$ cat src/rtl/dh_key_controller_if.sv
`default_nettype none
// ============================================================================
//  Module      : dh_key_controller_if
//  Description : Start/done handshake between the DH key controller
//                (master) and the modular exponentiation engine (slave).
//                  exp_start    - engine request, level
//                  exp_base     - engine base operand
//                  exp_exponent - engine exponent operand
//                  exp_result   - engine raw 2*W-bit result
//                  exp_done     - engine completion, level
//  Revision    : 1.0  initial release
// ============================================================================
interface dh_key_controller_if #(
    parameter int W = 32
);
    logic             exp_start;
    logic [W-1:0]     exp_base;
    logic [W-1:0]     exp_exponent;
    logic [2*W-1:0]   exp_result;
    logic             exp_done;

    modport master (
        output exp_start,
        output exp_base,
        output exp_exponent,
        input  exp_result,
        input  exp_done
    );

    modport slave (
        input  exp_start,
        input  exp_base,
        input  exp_exponent,
        output exp_result,
        output exp_done
    );
endinterface
`default_nettype wire

$ cat src/rtl/dh_key_controller.sv
`default_nettype none
// ============================================================================
//  Module      : dh_key_controller
//  Description : Initiator side of the exponentiation engine in the
//                Diffie-Hellman datapath. Accepts a key-exchange command,
//                runs the engine through its start/done handshake, then
//                reduces the 2*W-bit raw result modulo p with a bit-serial
//                restoring reducer and returns g^a mod p or B^a mod p.
//  Ports       : clk, rst       - clock, asynchronous active-high reset
//                op_start       - command strobe (sampled in IDLE only)
//                op_sel         - 0: base = gen, 1: base = peer_pub
//                gen, peer_pub  - generator g / peer public key B
//                priv_key       - private exponent a
//                prime          - modulus p (0 is rejected with error)
//                eng            - engine handshake (master modport)
//                busy           - high in every state except IDLE
//                key_out        - reduced result, held between commands
//                done / error   - one-cycle completion / abort pulses
//  Revision    : 1.0  initial release
// ============================================================================
module dh_key_controller #(
    parameter int W       = 32,
    parameter int TIMEOUT = 4096
) (
    input  wire              clk,
    input  wire              rst,
    input  wire              op_start,
    input  wire              op_sel,
    input  wire [W-1:0]      gen,
    input  wire [W-1:0]      peer_pub,
    input  wire [W-1:0]      priv_key,
    input  wire [W-1:0]      prime,
    dh_key_controller_if.master eng,
    output logic             busy,
    output logic [W-1:0]     key_out,
    output logic             done,
    output logic             error
);

    // One counter serves both the engine wait and the reduction loop.
    localparam int c_CNT_MAX = (TIMEOUT > 2*W) ? TIMEOUT : 2*W;
    localparam int c_CNT_W   = $clog2(c_CNT_MAX + 1);
    localparam logic [c_CNT_W-1:0] c_TO_LAST  = c_CNT_W'(TIMEOUT - 1);
    localparam logic [c_CNT_W-1:0] c_RED_LAST = c_CNT_W'(2*W - 1);

    localparam logic [2:0] S_IDLE    = 3'd0;
    localparam logic [2:0] S_SETUP   = 3'd1;
    localparam logic [2:0] S_REQ     = 3'd2;
    localparam logic [2:0] S_RELEASE = 3'd3;
    localparam logic [2:0] S_REDUCE  = 3'd4;
    localparam logic [2:0] S_FINISH  = 3'd5;

    logic [2:0]         r_state;
    logic [2:0]         w_state_next;
    logic [W-1:0]       r_base;
    logic [W-1:0]       r_exp;
    logic [W-1:0]       r_prime;
    logic [2*W-1:0]     r_div;
    logic [W-1:0]       r_rem;
    logic [W-1:0]       r_key;
    logic [c_CNT_W-1:0] r_cnt;
    logic               r_error;

    logic [W:0]         w_shift;
    logic [W-1:0]       w_rem_next;

    // Restoring step: bring in the next dividend bit, subtract p if it fits.
    // The remainder stays below p, so W bits of the difference suffice.
    assign w_shift    = {r_rem, r_div[2*W-1]};
    assign w_rem_next = (w_shift >= {1'b0, r_prime}) ? (w_shift[W-1:0] - r_prime)
                                                     : w_shift[W-1:0];

    // ------------------------------------------------------------------
    // State register
    // ------------------------------------------------------------------
    always_ff @(posedge clk or posedge rst) begin
        if (rst) begin
            r_state <= S_IDLE;
        end else begin
            r_state <= w_state_next;
        end
    end

    // ------------------------------------------------------------------
    // Next state and state-decoded outputs
    // ------------------------------------------------------------------
    always_comb begin
        w_state_next = r_state;
        busy         = 1'b1;
        eng.exp_start = 1'b0;
        done         = 1'b0;
        case (r_state)
            S_IDLE: begin
                busy = 1'b0;
                if (op_start && (prime != '0)) begin
                    w_state_next = S_SETUP;
                end
            end
            S_SETUP: begin
                w_state_next = S_REQ;
            end
            S_REQ: begin
                eng.exp_start = 1'b1;
                if (eng.exp_done) begin
                    w_state_next = S_RELEASE;
                end else if (r_cnt == c_TO_LAST) begin
                    w_state_next = S_IDLE;
                end
            end
            S_RELEASE: begin
                w_state_next = S_REDUCE;
            end
            S_REDUCE: begin
                if (r_cnt == c_RED_LAST) begin
                    w_state_next = S_FINISH;
                end
            end
            S_FINISH: begin
                done         = 1'b1;
                w_state_next = S_IDLE;
            end
            default: begin
                busy         = 1'b0;
                w_state_next = S_IDLE;
            end
        endcase
    end

    // ------------------------------------------------------------------
    // Datapath registers
    // ------------------------------------------------------------------
    always_ff @(posedge clk or posedge rst) begin
        if (rst) begin
            r_base  <= '0;
            r_exp   <= '0;
            r_prime <= '0;
            r_div   <= '0;
            r_rem   <= '0;
            r_key   <= '0;
            r_cnt   <= '0;
            r_error <= 1'b0;
        end else begin
            r_error <= 1'b0;
            case (r_state)
                S_IDLE: begin
                    if (op_start) begin
                        r_base  <= op_sel ? peer_pub : gen;
                        r_exp   <= priv_key;
                        r_prime <= prime;
                        // A zero modulus has no residue: reject immediately.
                        if (prime == '0) begin
                            r_error <= 1'b1;
                        end
                    end
                end
                S_SETUP: begin
                    r_cnt <= '0;
                end
                S_REQ: begin
                    if (eng.exp_done) begin
                        r_div <= eng.exp_result;
                    end else if (r_cnt == c_TO_LAST) begin
                        r_error <= 1'b1;
                    end else begin
                        r_cnt <= r_cnt + 1'b1;
                    end
                end
                S_RELEASE: begin
                    r_cnt <= '0;
                    r_rem <= '0;
                end
                S_REDUCE: begin
                    r_rem <= w_rem_next;
                    r_div <= {r_div[2*W-2:0], 1'b0};
                    r_cnt <= r_cnt + 1'b1;
                    // Publish on the last step so key_out is valid with done.
                    if (r_cnt == c_RED_LAST) begin
                        r_key <= w_rem_next;
                    end
                end
                default: begin
                end
            endcase
        end
    end

    assign eng.exp_base     = r_base;
    assign eng.exp_exponent = r_exp;
    assign key_out          = r_key;
    assign error            = r_error;

endmodule
`default_nettype wire

$ cat src/flat_wrapper.sv
// flat-port wrapper written by rule: the top's interface ports become plain ports
module dh_key_controller_flat 
#(
    parameter int W       = 32,
    parameter int TIMEOUT = 4096
)
  (clk, rst, op_start, op_sel, gen, peer_pub, priv_key, prime, busy, key_out, done, error, eng_exp_start, eng_exp_base, eng_exp_exponent, eng_exp_result, eng_exp_done);
  dh_key_controller_if #(.W(W)) eng_i ();
  input  wire clk;
  input  wire rst;
  input  wire op_start;
  input  wire op_sel;
  input  wire [W-1:0] gen;
  input  wire [W-1:0] peer_pub;
  input  wire [W-1:0] priv_key;
  input  wire [W-1:0] prime;
  output logic busy;
  output logic [W-1:0] key_out;
  output logic done;
  output logic error;
  output wire logic [$bits(eng_i.exp_start)-1:0] eng_exp_start;
  output wire logic [$bits(eng_i.exp_base)-1:0] eng_exp_base;
  output wire logic [$bits(eng_i.exp_exponent)-1:0] eng_exp_exponent;
  input wire logic [$bits(eng_i.exp_result)-1:0] eng_exp_result;
  input wire logic [$bits(eng_i.exp_done)-1:0] eng_exp_done;
  assign eng_exp_start = eng_i.exp_start;
  assign eng_exp_base = eng_i.exp_base;
  assign eng_exp_exponent = eng_i.exp_exponent;
  assign eng_i.exp_result = eng_exp_result;
  assign eng_i.exp_done = eng_exp_done;
  dh_key_controller #(.W(W), .TIMEOUT(TIMEOUT)) u_core (.clk(clk), .rst(rst), .op_start(op_start), .op_sel(op_sel), .gen(gen), .peer_pub(peer_pub), .priv_key(priv_key), .prime(prime), .eng(eng_i), .busy(busy), .key_out(key_out), .done(done), .error(error));
endmodule
$ cat config.mk
export PLATFORM = sky130hd
export DESIGN_NAME = dh_key_controller_flat
export DESIGN_NICKNAME = d
export VERILOG_FILES = /design/src/rtl/dh_key_controller_if.sv /design/src/rtl/dh_key_controller.sv /design/src/flat_wrapper.sv
export SDC_FILE = /design/constraint.sdc
export NUM_CORES = 1
export LEC_CHECK = 0
export BUFFER_PORTS_ARGS = -buffer_cell sky130_fd_sc_hd__buf_2
export CAP_MARGIN = 40
export CORE_MARGIN = 4
export CORE_UTILIZATION = 45
export CTS_BUF_LIST = sky130_fd_sc_hd__clkbuf_16
export CTS_CLUSTER_SIZE = 16
export DETAILED_ROUTE_END_ITERATION = 8
export PLACE_DENSITY = 0.8
export SYNTH_ARGS = -nofsm -noshare
export SYNTH_HDL_FRONTEND = slang
export SYNTH_SLANG_ARGS = --single-unit
$ cat constraint.sdc
create_clock -name clk -period 7.1 [get_ports clk]
set_input_delay 0.71 -clock clk [delete_from_list [all_inputs] [get_ports clk]]
set_output_delay 0.71 -clock clk [all_outputs]
set_load 0.005 [all_outputs]
Yosys cells after proc, flatten, opt, wreduce, memory -nomap -nowiden:

Cells that the tools add are included.
W data, S select, Z words.

* register bits: 241
* latch bits: 0
* memory bits (writable): 0
* bits in read-only memories: 0
* input port bits: 197
* output and inout bits: 100
* logic and storage cells: 60
* memories kept: 0

* add/sub/neg operators: 2
* multipliers: 0
* div/mod/pow operators: 0
* $lt $le $gt $ge: 1
* equal/unequal tests: 13
* shifts and indexed selects: 0
* multiplexer cells: 21
* bitwise operators: 0
* reduce and logical (&&, ||, !) cells: 14

Operators with widths (count)
* $pmux W64 S2: 1
* $mux W32: 2
* $mux W64: 1
* $pmux W32 S2: 1
* $pmux W13 S3: 1
* $ge A33 B32 Y1: 1
* $logic_not A32 Y1: 1
* $reduce_bool A32 Y1: 1
* $sub A32 B32 Y32: 1
* $mux W13: 2
* $pmux W3 S5: 1
* $add A13 B1 Y13 const B: 1
* $eq A13 B12 Y1 const B: 1
* $eq A13 B6 Y1 const B: 1
* $mux W3: 4
* $mux W1: 7
* $eq A3 B2 Y1 const B: 2
* $eq A3 B3 Y1 const B: 2
* $ne A2 B2 Y1 const B: 3
* $reduce_and A2 Y1: 3
* $reduce_and A3 Y1: 2
* $reduce_or A5 Y1: 1
* $ne A2 B1 Y1 const B: 2
* $reduce_bool A2 Y1: 2
* 7 further kinds: 7

Logic depth before layout (Yosys ltp):

Gate-level depths: netlist of the first run.

* depth in word-level cells: 4
* gate-level depth with buffers: 14
* mapped depth without buffers: 13

Least setup slack after synthesis of the first run:

OpenSTA, ideal clock, no wires.

* kind: reg2reg
* start: register u_core.r_div[63]
* end: register u_core.r_key[24] (netlist: u_core.key_out[24])
* setup time: 125 ps
* arrival time: 2742 ps
* slack: 4234 ps
* cell stages (with the launch flop): 13
* buffers on the path: 0
* cell sequence: dfrtp_1 > inv_1 > ha_1 > inv_1 > fa_1 > a21o_1 > a221oi_4 > a211oi_2 > or3_4 > a311oi_2 > xor2_1 > o21ai_1 > mux2_2

* word-level cells in the longest chain between the ends: 2
* elaborated cells between the ends (all ways): 3
* classes of those cells: 1 x add/sub; 1 x order compare; 1 x mux

RTL lines
* start, declared: line dh_key_controller.sv:58 `logic [2*W-1:0] r_div;`
* start signal, assigned: line dh_key_controller.sv:161 `r_div <= eng.exp_result;`
* start signal, assigned: line dh_key_controller.sv:174 `r_div <= {r_div[2*W-2:0], 1'b0};`
* $sub A32 B32 Y32 / $ge A33 B32 Y1 (equally long branches): line dh_key_controller.sv:70 `assign w_rem_next = (w_shift >= {1'b0, r_prime}) ? (w_shift[W-1:0] - r_prime)`
* $mux W32 (*): line dh_key_controller.sv:70
* end signal, assigned: line dh_key_controller.sv:178 `r_key <= w_rem_next;`
* end, declared: line dh_key_controller.sv:60 `logic [W-1:0] r_key;`

Mark *: on every way between the ends. The rest lies on a longest branch, timed or not.
A chain may end at the register's enable or synchronous reset.

Worst setup path after layout of the first run:

* start: register u_core.r_rem[25]
* end: register u_core.r_rem[16]

* word-level cells in the longest chain between the ends: 3

RTL lines
* start, declared: line dh_key_controller.sv:59 `logic [W-1:0] r_rem;`
* start signal, assigned: line dh_key_controller.sv:173 `r_rem <= w_rem_next;`
* $ge A33 B32 Y1: line dh_key_controller.sv:70
* $mux W32: line dh_key_controller.sv:70
* $pmux W32 S2: line dh_key_controller.sv:144 `case (r_state)`

No other way between the ends.

==> results.txt, run 1 <==
----------------------------------------------------
[Global route]
  Number of antenna violations at the first check in global routing ... 7
  GR Overflow Total ... 0
  Largest net degree at the start of global routing ... between 150 and 200
  Number of global-route vias before repair ... about 10000
  Wire length of the first global-routing pass ... ~52 mm
  Overall routing resource usage ... a little over a fifth

[Routing]
  Initial DRT Pass Iterations ... 5
  Top sig layer ... met5
  Met3 wire length ... 2.933 mm
  Routed via count ... between 10000 and 15000
  DRC violation total after the first TritonRoute iteration ... approximately 660
  Routed met1 length ... between 10 and 15 mm
  Total Routed Length ... 32.57 mm
  WL/cell ... around 18 um
  DRC viols ... 0
  Routed via count divided by cell count ... ~5.5
  Length of routed met2 wiring ... 15.72 mm
  Detail Route Antenna Nets ... 0

[Power]
  Total internal power ... around 3.3 mW
  Post-route total power ... approximately 5.3 mW
  Switching Share ... 36.50%
  Static leakage ... between 6 and 7 nW
  Pwr per Cell Area ... 368.5 nW/um^2
  Clock power share ... 23.9%
  Worst vdd rail ir drop ... between 0.2 and 0.3 mV
  Net Sw Power ... ~1.9 mW
  Part of the power in registers ... about two fifths
  Comb power frac ... between 30% and 40%

[Clocking]
  Hold buffer count at CTS ... 0
  Clock Pin Slew Worst Setup and Hold Paths ... 0.06 ns
  CTS Buf Count ... 26
  Insertion delay of the later-clocked pin in the worst-skew pair ... 0.55 ns
  CTS Root Cell ... clkbuf_16
  Maximum root-to-sink buffer count ... 3
  Number of buffers inserted by post-CTS setup repair ... 0
  Number of gates resized after cts ... 0
  CTS HTree Levels ... 1
  Num Clock Sinks ... about 240
  TritonCTS clock tree ... done

[Hold path]
  Hold Path End ... u_core.eng.exp_exponent[23]
  Worst min-delay path class ... input pin to flip-flop
  Hold path depth ... 2
  Min-delay src ... priv_key[23]

[Status]
  Result of the run ... finished clean

[Synth]
  Largest cells by area after synthesis ... dfrtp_1, nor2_1, mux2_2
  Yosys warning total ... 0
  Post-synth top area share ... between 50% and 60%
  Syn_nets ... roughly 1400
  Post-Syn Instances ... between 1000 and 1500
  Dominant cell type by area after synthesis ... dfrtp_1
  Flop and latch count out of synthesis ... 241
  Post-synth EDFFs ... 0
  Commonest register cell after synthesis ... dfrtp_1
  Cell area after synthesis ... around 12000 um^2
  Commonest cells in the netlist ... dfrtp_1, nor2_1, nand2_1
  Netlist cell types ... 64
  Most frequent cell after synthesis ... dfrtp_1
  Ys async rst share ... between 90% and 100%
  Post-synthesis sequential area ratio ... approximately 50%
  Syn avg cell area ... roughly 9.7 um^2

[Worst setup path]
  Endpoint type of the worst setup path ... flip-flop
  Count of buffering cells on the critical path with inverters included ... 1
  Kind of critical path ... flip-flop to flip-flop
  Critical path data arrival time ... ~4.0 ns
  Worst Reg-to-Reg Cells ... 10
  Data required time of the critical path ... between 7 and 8 ns
  Register-to-register path setup slack ... ~3.5 ns
  Critical path's top delay family ... compound AO/OA/AOI/OAI gates
  Standard cell with the maximum stage delay on the critical path ... a31oi_4
  Type of element launching the critical path ... flip-flop
  End of the worst register-to-register path ... u_core.r_rem[16]
  Worst reg2reg path startpoint ... u_core.r_rem[25]
  Maximum single-stage delay on the critical path ... 0.55 ns
  Cell chain of the critical path ... ha_1 > a21o_1 > a21o_1 > a21oi_2 > o21ai_1 > a221o_2 > a31oi_4 > buf_4 > mux2i_1 > o21ai_1
  Max Fanout on Critical Path ... 34

[Floorplan]
  Total Die Area ... 28780 um^2
  Height of the die ... roughly 170 um
  Core region area ... roughly 25000 um^2
  Die span in x ... between 150 and 200 um
  Top-Level Pins ... 297
  Cell row count ... between 50 and 60
  Starting Density ... a little under half

[Placement]
  Dpl cell area ... ~14000 um^2
  Detailed placement HPWL ... between 20 and 25 mm
  Total placed cells including tap cells ... about 1800
  Port Buf Inserts ... 296
  Final weighted congestion in routability-driven placement ... a little over 0.9

[STA]
  Post-route worst hold slack ... 0.3831 ns
  Setup TNS ... 0 ns
  Rel. slew slack ... 39.96%
  Count of final max-slew check failures ... 0
  Fmax ... approximately 280 MHz
  Transition time of the tightest slew-check pin ... 0.9005 ns
  RSZ-0062 raised after global routing ... false
  Crit share post-route ... between 50 and 60%
  Number of hold violations in the final report ... 0
  Final worst path period need ... about 3.6 ns
  Setup Viol. Count Final ... 0
  Clk_skew ... around 0.025 ns

[Finish]
  Number of non-filler instances in the completed layout ... ~1800
  Total Nets Final ... 1714
  Area growth, synth to finish ... 21.77%
  Share of post-route cells with drive strength above 1 ... roughly 27%
  Post-route cell area ... around 14000 um^2

[Run]
  Maximum capacitance violations ... 0

----------------------------------------------------
[through the flow]
stage | utilization [%] | worst slack (ns)
2_1_floorplan | - | 3.228
3_3_place_gp | 52.77 | 3.564
3_5_place_dp | 53.02 | 3.512
4_1_cts | 56.11 | 3.492
5_1_grt | 56.21 | 3.274
6_report | 56.21 | 3.477
[registers in the layout (all words and copies together) (netlist names)]
signal / count
u_core.r_div: 64
u_core.eng.exp_base: 32
u_core.eng.exp_exponent: 32
u_core.key_out: 32
u_core.r_prime: 32
u_core.r_rem: 32
u_core.r_cnt: 13
u_core.r_state: 3
u_core.error: 1
[final cells by class]
class	instances	area (um^2)
diodes	2	5.005
clock buffers	26	650.6
clock inverters	19	137.6
fillers	2271	11150
inverters	42	161.4
multi-input cells	862	5268
flip-flops and latches	241	6031
well taps	330	412.9
repair buffers	310	1652
[cells in the final DEF, fill, tap and decap left out, types with 10 or more instances in the layout]
cell type and count:
buf_2 296, dfrtp_1 241, nor2_1 205, nand2_1 117, a21oi_1 75, o21ai_0 64, o22ai_1 63, inv_1 46
mux2_2 41, mux2i_1 40, ha_1 33, o21ai_1 30, clkbuf_16 26, xor2_1 19, a21o_1 17, xnor2_1 15
nor4_1 12, a22o_1 11, nand4_1 10, buf_4 10
[power by group through the flow]
stage          clock [mW]  combinational, mW  sequential (mW)
2_1_floorplan           0               1.32             2.08
3_3_place_gp            0               1.83             2.09
3_5_place_dp            0               1.92             2.11
4_1_cts              1.29               1.93             2.10
5_1_grt              1.34               2.16             2.16
6_report             1.26               1.92             2.10
[metal layers]
| metal | vias up | track usage (%) |
|---|---|---|
| met3 | 69 | 7.338 |
| met1 | 4811 | 27.36 |
| met5 | - | 0 |
| met4 | 10 | 6.090 |
| met2 | 329 | 36.13 |
| li1 | 4782 | - |
[worst max-delay path by stage]
| stage | end | start | cells past startpoint | slack (ns) |
|---|---|---|---|---|
| detailed placement | u_core.r_rem[16] | u_core.r_rem[25] | 10 | 3.51 |
| CTS | u_core.r_rem[16] | u_core.r_rem[25] | 10 | 3.49 |
| global placement | u_core.r_rem[16] | u_core.r_rem[25] | 10 | 3.56 |
| global route | u_core.r_rem[16] | u_core.r_rem[3] | 10 | 3.27 |
| floorplan | u_core.eng.exp_base[0] | rst | 1 | 3.23 |
| finish | u_core.r_rem[16] | u_core.r_rem[25] | 10 | 3.48 |
[cells by family (layout without fill, tap and decap cells)]
kind of cell	after synthesis	after routing	share of synthesized area, %
adder cells (fa/ha/maj)	34	34	3.682
other	0	2	0
AND/OR/NAND/NOR	399	399	14.49
AO/OA/AOI/OAI	314	314	16.56
XOR/XNOR	34	34	2.533
flip-flops	241	241	51.29
multiplexers	81	81	7.332
buffers and inverters	114	397	4.108
[worst reg2reg max path, delay by kind of cell, from the launching register on]
kind | cells | cell delay (ns)
multiplexers | 1 | 0.40
AO/OA/AOI/OAI | 7 | 1.79
adder cells (fa/ha/maj) | 1 | 0.41
flip-flops | 1 | 0.40
buffers and inverters | 1 | 0.47
Power figures use the tool's default switching activity.
==> run 2: changes to the inputs <==
--- a/config.mk
+++ b/config.mk
@@ -12,7 +12,7 @@
 export CTS_BUF_LIST = sky130_fd_sc_hd__clkbuf_16
 export CTS_CLUSTER_SIZE = 16
 export DETAILED_ROUTE_END_ITERATION = 8
-export PLACE_DENSITY = 0.8
+export PLACE_DENSITY = 0.77
 export SYNTH_ARGS = -nofsm -noshare
 export SYNTH_HDL_FRONTEND = slang
 export SYNTH_SLANG_ARGS = --single-unit
==> constraint.sdc (replaced) <==
create_clock -name clk -period 3.65 [get_ports clk]
set_input_delay 0.365 -clock clk [delete_from_list [all_inputs] [get_ports clk]]
set_output_delay 0.365 -clock clk [all_outputs]
set_load 0.005 [all_outputs]
==> run 2 against run 1 <==
Effect of this change:
- design area up 0.75%
- register-to-register slack got worse by 3.0 ns
- worst setup slack got worse by 3.0 ns
- fmax increased by 13%
- global-route usage fell by 0.50 points
- clock power rose by 110%
- first-iteration DRC count is 15% lower
- utilization is 0.42 points higher
- wire length decreased by 2.8%
- count of clock-buffer cells in the layout up 1
==> results.txt, run 2 (synthesized netlist as in run 1, its figures left out) <==
----------------------------------------------------
[Status]
  Result of the run ... finished clean (unchanged)

[Power]
  Static leakage ... 6.968 nW (was 6.918 nW)
  Worst vdd rail ir drop ... 0.4931 mV (was 0.2873 mV)
  Pwr per Cell Area ... 723.1 nW/um^2 (was 368.5 nW/um^2)
  Post-route total power ... 10.43 mW (was 5.275 mW)

[Placement]
  Setup slack at placement ... 0.4821 ns (was 3.512 ns)
  Port Buf Inserts ... 296 (unchanged)
  Final weighted congestion in routability-driven placement ... 0.8946 (was 0.9226)
  Detailed placement HPWL ... 23.41 mm (was 23.77 mm)
  Total placed cells including tap cells ... 1789 (was 1784)

[Worst setup path]
  Maximum single-stage delay on the critical path ... 0.43 ns (was 0.55 ns)
  Data required time of the critical path ... 4.04 ns (was 7.50 ns)
  Register-to-register path setup slack ... 0.44 ns (was 3.48 ns)
  Count of buffering cells on the critical path with inverters included ... 2 (was 1)
  Type of element launching the critical path ... flip-flop (unchanged)
  Critical path data arrival time ... 3.60 ns (was 4.02 ns)
  Standard cell with the maximum stage delay on the critical path ... a21boi_0 (was a31oi_4)
  Source of the critical timing path ... u_core.r_div[63] (was u_core.r_rem[25])
  Worst reg2reg path startpoint ... u_core.r_div[63] (was u_core.r_rem[25])
  Cell chain of the critical path ... inv_1 > ha_1 > inv_1 > fa_1 > a21o_1 > a221oi_4 > o221a_2 > o21ai_0 > a21boi_0 > o21ai_0 > xor2_1 > mux2i_1 > o21ai_1 (was ha_1 > a21o_1 > a21o_1 > a21oi_2 > o21ai_1 > a221o_2 > a31oi_4 > buf_4 > mux2i_1 > o21ai_1)
  Critical path's top delay family ... compound AO/OA/AOI/OAI gates (unchanged)
  Endpoint type of the worst setup path ... flip-flop (unchanged)
  Max Fanout on Critical Path ... 4 (was 34)
  Kind of critical path ... flip-flop to flip-flop (unchanged)

[Finish]
  Area growth, synth to finish ... 22.69% (was 21.77%)
  Register ranked first by flip-flop count ... u_core.r_div (unchanged)
  Commonest cells after routing, fill and taps aside ... buf_2, dfrtp_1, nor2_1 (unchanged)
  Most common library cell in the layout ignoring fill and taps ... buf_2 (unchanged)
  Max reg flops ... 64 (unchanged)
  Share of post-route cells with drive strength above 1 ... 27.60% (was 27.27%)
  Area occupied by multi-input gates ... 5270 um^2 (was 5268 um^2)
  Register cell area after layout ... 6031 um^2 (unchanged)
  Utilization after layout ... 56.63% (was 56.21%)
  Number of non-filler instances in the completed layout ... 1840 (was 1832)
  Fill cell instance count of the final layout ... 2256 (was 2271)
  Total Nets Final ... 1720 (was 1714)

[Routing]
  Detail Route Antenna Nets ... 0 (unchanged)
  WL/cell ... 17.21 um (was 17.78 um)
  Initial DRT Pass Iterations ... 5 (unchanged)
  Total Routed Length ... 31.66 mm (was 32.57 mm)
  DRC viols ... 0 (unchanged)
  Routed via count ... 9855 (was 10001)
  Routed via count divided by cell count ... 5.356 (was 5.459)
  DRC violation total after the first TritonRoute iteration ... 562 (was 664)

[Global route]
  Overall routing resource usage ... 21.29% (was 21.79%)
  Wire length of the first global-routing pass ... 50.69 mm (was 51.58 mm)
  Number of global-route vias before repair ... 9836 (was 10031)
  Largest net degree at the start of global routing ... 120 (was 168)
  GR Overflow Total ... 0 (unchanged)
  Number of antenna violations at the first check in global routing ... 7 (unchanged)

[Clocking]
  TritonCTS clock tree ... done (unchanged)
  CTS Buf Count ... 27 (was 26)
  Maximum root-to-sink buffer count ... 3 (unchanged)
  Num Clock Sinks ... 241 (unchanged)
  Clock Pin Slew Worst Setup and Hold Paths ... 0.06 ns (about the same)
  Insertion delay of the later-clocked pin in the worst-skew pair ... 0.53 ns (was 0.55 ns)
  CTS HTree Levels ... 1 (unchanged)
  CTS Root Cell ... clkbuf_16 (unchanged)
  Number of gates resized after cts ... 0 (unchanged)

[Floorplan]
  Top-Level Pins ... 297 (unchanged)
  Cell row count ... 58 (unchanged)
  Core region area ... 25470 um^2 (unchanged)
  Height of the die ... 169.6 um (unchanged)
  Starting Density ... 46.16% (unchanged)
  Die span in x ... 169.6 um (unchanged)
  Total Die Area ... 28780 um^2 (unchanged)

[STA]
  Setup Viol. Count Final ... 0 (unchanged)
  Count of final max-slew check failures ... 0 (unchanged)
  Number of hold violations in the final report ... 0 (unchanged)
  Crit share post-route ... 87.93% (was 51.03%)
  RSZ-0062 raised after global routing ... false (unchanged)
  Transition time of the tightest slew-check pin ... 0.9211 ns (was 0.9005 ns)
  Fmax ... 311.6 MHz (was 276.0 MHz)
  Setup slack after layout ... 0.4405 ns (was 3.477 ns)
  Final worst path period need ... 3.209 ns (was 3.623 ns)
  Setup TNS ... 0 ns (unchanged)
  Rel. slew slack ... 38.59% (was 39.96%)
  Clk_skew ... 0.01160 ns (was 0.02484 ns)

[Hold path]
  Min-delay src ... prime[22] (was priv_key[23])
  Worst min-delay path class ... input pin to flip-flop (unchanged)

[Run]
  Maximum capacitance violations ... 0 (unchanged)

----------------------------------------------------
[run 2: path summary, 6_finish.rpt]
kind,endpoint,depth (start not counted)
hold reg to reg,u_core.key_out[17],2
setup / recovery,u_core.key_out[18],13
min in group asynchronous,u_core.r_div[46],3
max in group asynchronous,u_core.eng.exp_base[18],4
setup reg to reg,u_core.key_out[18],13
hold / removal,u_core.r_prime[22],3
[run 2: metrics by stage]
step | instance area (um^2) | hold WS, ns
floorplan | 11760 | 0.4666
global placement | 13530 | 0.4560
detailed placement | 13560 | 0.4647
CTS | 14420 | 0.02890
global route | 14420 | 0.03992
finish | 14430 | 0.05354
[run 2: layer usage]
layer	vias up	global-route usage [%]	part of all wire (%)
li1	4799	-	-
met1	4676	27.75	42
met2	317	35.04	48
met3	53	6.615	8.4
met4	10	4.970	2.3
met5	-	0	0.17
[run 2: repair_timing]
item | in CTS | in global routing
hold buffers | 1 | 0
setup buffers | 0 | 0
hold endpoints to repair | 31 | 0
[run 2: cell type report]
class / instances / area share (%)
inverters: 42 / 1.119
diodes: 3 / 0.05204
multi-input cells: 862 / 36.53
well taps: 330 / 2.862
clock inverters: 20 / 1.180
flip-flops and latches: 241 / 41.81
clock buffers: 27 / 4.684
repair buffers: 315 / 11.76
[run 2: worst reg2reg max path, stage by stage, from the launching register on]
cell and delay, ns:
dfrtp_1 0.38, inv_1 0.09, ha_1 0.16, inv_1 0.05, fa_1 0.41, a21o_1 0.22, a221oi_4 0.34, o221a_2 0.26
o21ai_0 0.13, a21boi_0 0.43, o21ai_0 0.17, xor2_1 0.17, mux2i_1 0.19, o21ai_1 0.08
[run 2: report_power, final]
part	switching, mW	internal [mW]
clock network	1.07	1.54
registers	0.485	3.60
logic	2.15	1.58
==> run 3: changes to the inputs <==
--- a/config.mk
+++ b/config.mk
@@ -5,14 +5,14 @@
 export SDC_FILE = /design/constraint.sdc
 export NUM_CORES = 1
 export LEC_CHECK = 0
-export BUFFER_PORTS_ARGS = -buffer_cell sky130_fd_sc_hd__buf_2
 export CAP_MARGIN = 40
 export CORE_MARGIN = 4
 export CORE_UTILIZATION = 45
 export CTS_BUF_LIST = sky130_fd_sc_hd__clkbuf_16
 export CTS_CLUSTER_SIZE = 16
 export DETAILED_ROUTE_END_ITERATION = 8
-export PLACE_DENSITY = 0.77
+export DONT_BUFFER_PORTS = 1
+export PLACE_DENSITY = 0.68
 export SYNTH_ARGS = -nofsm -noshare
 export SYNTH_HDL_FRONTEND = slang
 export SYNTH_SLANG_ARGS = --single-unit
==> run 3 against run 2 <==
Effect of this change:
- design area shrank 1.3%
- register-to-register slack gained 0.04 ns
- cell count shrank 9.4%
- first-iteration DRC count shrank 14%
- sequential power grew 5%
- sequential cell count is the same
- largest power group unchanged
==> results.txt, run 3 (synthesized netlist as in run 1, its figures left out) <==
----------------------------------------------------
[Clocking]
  Insertion delay of the later-clocked pin in the worst-skew pair ... 0.54 ns (was 0.53 ns)
  Clock Pin Slew Worst Setup and Hold Paths ... 0.06 ns (about the same)
  CTS Buf Count ... 27 (unchanged)
  Num Clock Sinks ... 241 (unchanged)
  CTS Root Cell ... clkbuf_16 (unchanged)
  Maximum root-to-sink buffer count ... 3 (unchanged)
  TritonCTS clock tree ... done (unchanged)
  CTS HTree Levels ... 1 (unchanged)
  Number of gates resized after cts ... 0 (unchanged)

[Worst setup path]
  Data required time of the critical path ... 4.06 ns (was 4.04 ns)
  Kind of critical path ... flip-flop to flip-flop (unchanged)
  Type of element launching the critical path ... flip-flop (unchanged)
  Endpoint type of the worst setup path ... flip-flop (unchanged)
  Max Fanout on Critical Path ... 4 (unchanged)
  Critical path data arrival time ... 3.57 ns (was 3.60 ns)

[Global route]
  Largest net degree at the start of global routing ... 75 (was 120)
  Overall routing resource usage ... 21.53% (was 21.29%)
  Number of global-route vias before repair ... 9322 (was 9836)
  GR Overflow Total ... 0 (unchanged)
  Number of antenna violations at the first check in global routing ... 1 (was 7)
  Wire length of the first global-routing pass ... 50.23 mm (was 50.69 mm)

[STA]
  Rel. slew slack ... 48.73% (was 38.59%)
  Clk_skew ... 0.009870 ns (was 0.01160 ns)
  Transition time of the tightest slew-check pin ... 0.7620 ns (was 0.9211 ns)
  Final worst path period need ... 3.166 ns (was 3.209 ns)
  Number of hold violations in the final report ... 0 (unchanged)
  Fmax ... 315.9 MHz (was 311.6 MHz)
  RSZ-0062 raised after global routing ... false (unchanged)
  Setup Viol. Count Final ... 0 (unchanged)
  Crit share post-route ... 86.74% (was 87.93%)
  Post-route worst hold slack ... 0.02795 ns (was 0.05354 ns)
  Setup TNS ... 0 ns (unchanged)
  Count of final max-slew check failures ... 0 (unchanged)

[Routing]
  Routed via count ... 9378 (was 9855)
  DRC violation total after the first TritonRoute iteration ... 481 (was 562)
  Total Routed Length ... 32.89 mm (was 31.66 mm)
  Detail Route Antenna Nets ... 0 (unchanged)
  WL/cell ... 19.73 um (was 17.21 um)
  Initial DRT Pass Iterations ... 5 (unchanged)
  Routed via count divided by cell count ... 5.626 (was 5.356)
  DRC viols ... 0 (unchanged)

[Power]
  Static leakage ... 6.328 nW (was 6.968 nW)
  Worst vdd rail ir drop ... 0.4713 mV (was 0.4931 mV)
  Pwr per Cell Area ... 730.0 nW/um^2 (was 723.1 nW/um^2)
  Post-route total power ... 10.39 mW (was 10.43 mW)

[Status]
  Result of the run ... finished clean (unchanged)

[Placement]
  Total placed cells including tap cells ... 1497 (was 1789)
  Detailed placement HPWL ... 22.40 mm (was 23.41 mm)
  Final weighted congestion in routability-driven placement ... 0.8884 (was 0.8946)
  Port Buf Inserts ... 0 (was 296)
  Dpl cell area ... 12110 um^2 (was 13560 um^2)

[Finish]
  Max reg flops ... 64 (unchanged)
  Register ranked first by flip-flop count ... u_core.r_div (unchanged)
  Number of non-filler instances in the completed layout ... 1667 (was 1840)
  Post-route cell area ... 14230 um^2 (was 14430 um^2)
  Commonest cells after routing, fill and taps aside ... dfrtp_1, nor2_1, dlygate4sd3_1 (was buf_2, dfrtp_1, nor2_1)
  Area growth, synth to finish ... 21.06% (was 22.69%)
  Fill cell instance count of the final layout ... 2149 (was 2256)
  Total Nets Final ... 1548 (was 1720)
  Most common library cell in the layout ignoring fill and taps ... dfrtp_1 (was buf_2)
  Share of post-route cells with drive strength above 1 ... 9.356% (was 27.60%)

[Hold path]
  Worst min-delay path class ... input pin to flip-flop (unchanged)

[Floorplan]
  Cell row count ... 58 (unchanged)
  Top-Level Pins ... 297 (unchanged)
  Die span in x ... 169.6 um (unchanged)
  Starting Density ... 46.16% (unchanged)
  Core region area ... 25470 um^2 (unchanged)
  Total Die Area ... 28780 um^2 (unchanged)
  Height of the die ... 169.6 um (unchanged)

[Run]
  Maximum capacitance violations ... 0 (unchanged)

----------------------------------------------------
run 3: cell count changes in the layout (fill, tap and decap cells not counted), sizes merged, moves of 2 or more:
cell	before	now
clkinv	11	6
dlygate4sd3	1	121
buf	314	22
diode	3	1
bufinv	3	5
inv	46	51
run 3: worst max-delay path, stage by stage (launching register included):
cell and delay (ns):
dfrtp_1 0.37, inv_1 0.08, ha_1 0.17, inv_1 0.05, fa_1 0.41, a21o_1 0.22, a221oi_4 0.32, o221a_2 0.26
o21ai_0 0.12, a21boi_0 0.40, o21ai_0 0.18, xor2_1 0.17, mux2i_1 0.19, o21ai_1 0.08
run 3: routing by layer:
layer	part of all wire [%]	routed length [um]	global-route usage (%)
met1	41	13360	27.48
met2	48	15910	35.56
met3	8.1	2648	6.476
met5	0	0	0
met4	2.9	962	6.405
run 3: timing repair:
action / in CTS / in global routing
setup buffers: 0 / 0
hold buffers: 121 / 0
endpoints found under the hold margin: 152 / 0
run 3: final timing paths:
kind | startpoint | end | slack [ns] | cells past startpoint
worst max-delay path | u_core.r_div[63] | u_core.key_out[18] | 0.48 | 13
worst min-delay path | eng_exp_result[61] | u_core.r_div[61] | 0.03 | 2
worst max register to register | u_core.r_div[63] | u_core.key_out[18] | 0.48 | 13
worst min register to register | u_core.r_div[42] | u_core.r_div[42] | 0.50 | 2
max in group asynchronous | rst | u_core.eng.exp_base[10] | 2.54 | 4
min in group asynchronous | rst | u_core.r_div[43] | 0.23 | 2
run 3: power by group:
| part | switching, mW | leakage (nW) | internal (mW) |
|---|---|---|---|
| clock network | 1.09 | 0.478 | 1.69 |
| registers | 0.676 | 2.94 | 3.60 |
| logic | 1.97 | 2.91 | 1.36 |
| total | 3.74 | 6.33 | 6.65 |
run 3: final cells by class:
type | instances | area [um^2] | share of cell area (%)
Antenna cell | 1 | 2.502 | 0.01758
Clock inverter | 21 | 234.0 | 1.644
Timing Repair Buffer | 143 | 1446 | 10.16
Tap cell | 330 | 412.9 | 2.901
Inverter | 42 | 161.4 | 1.134
Sequential cell | 241 | 6031 | 42.37
Multi-Input combinational cell | 862 | 5270 | 37.03
Clock buffer | 27 | 675.6 | 4.747
run 3: stage by stage:
stage / util [%] / worst slack [ns]
3_5_place_dp: 47.54 / 0.5059
5_1_grt: 55.88 / 0.2346
4_1_cts: 55.87 / 0.4655
2_1_floorplan: - / 0.1232
6_report: 55.88 / 0.4841
3_3_place_gp: 47.33 / 0.5610
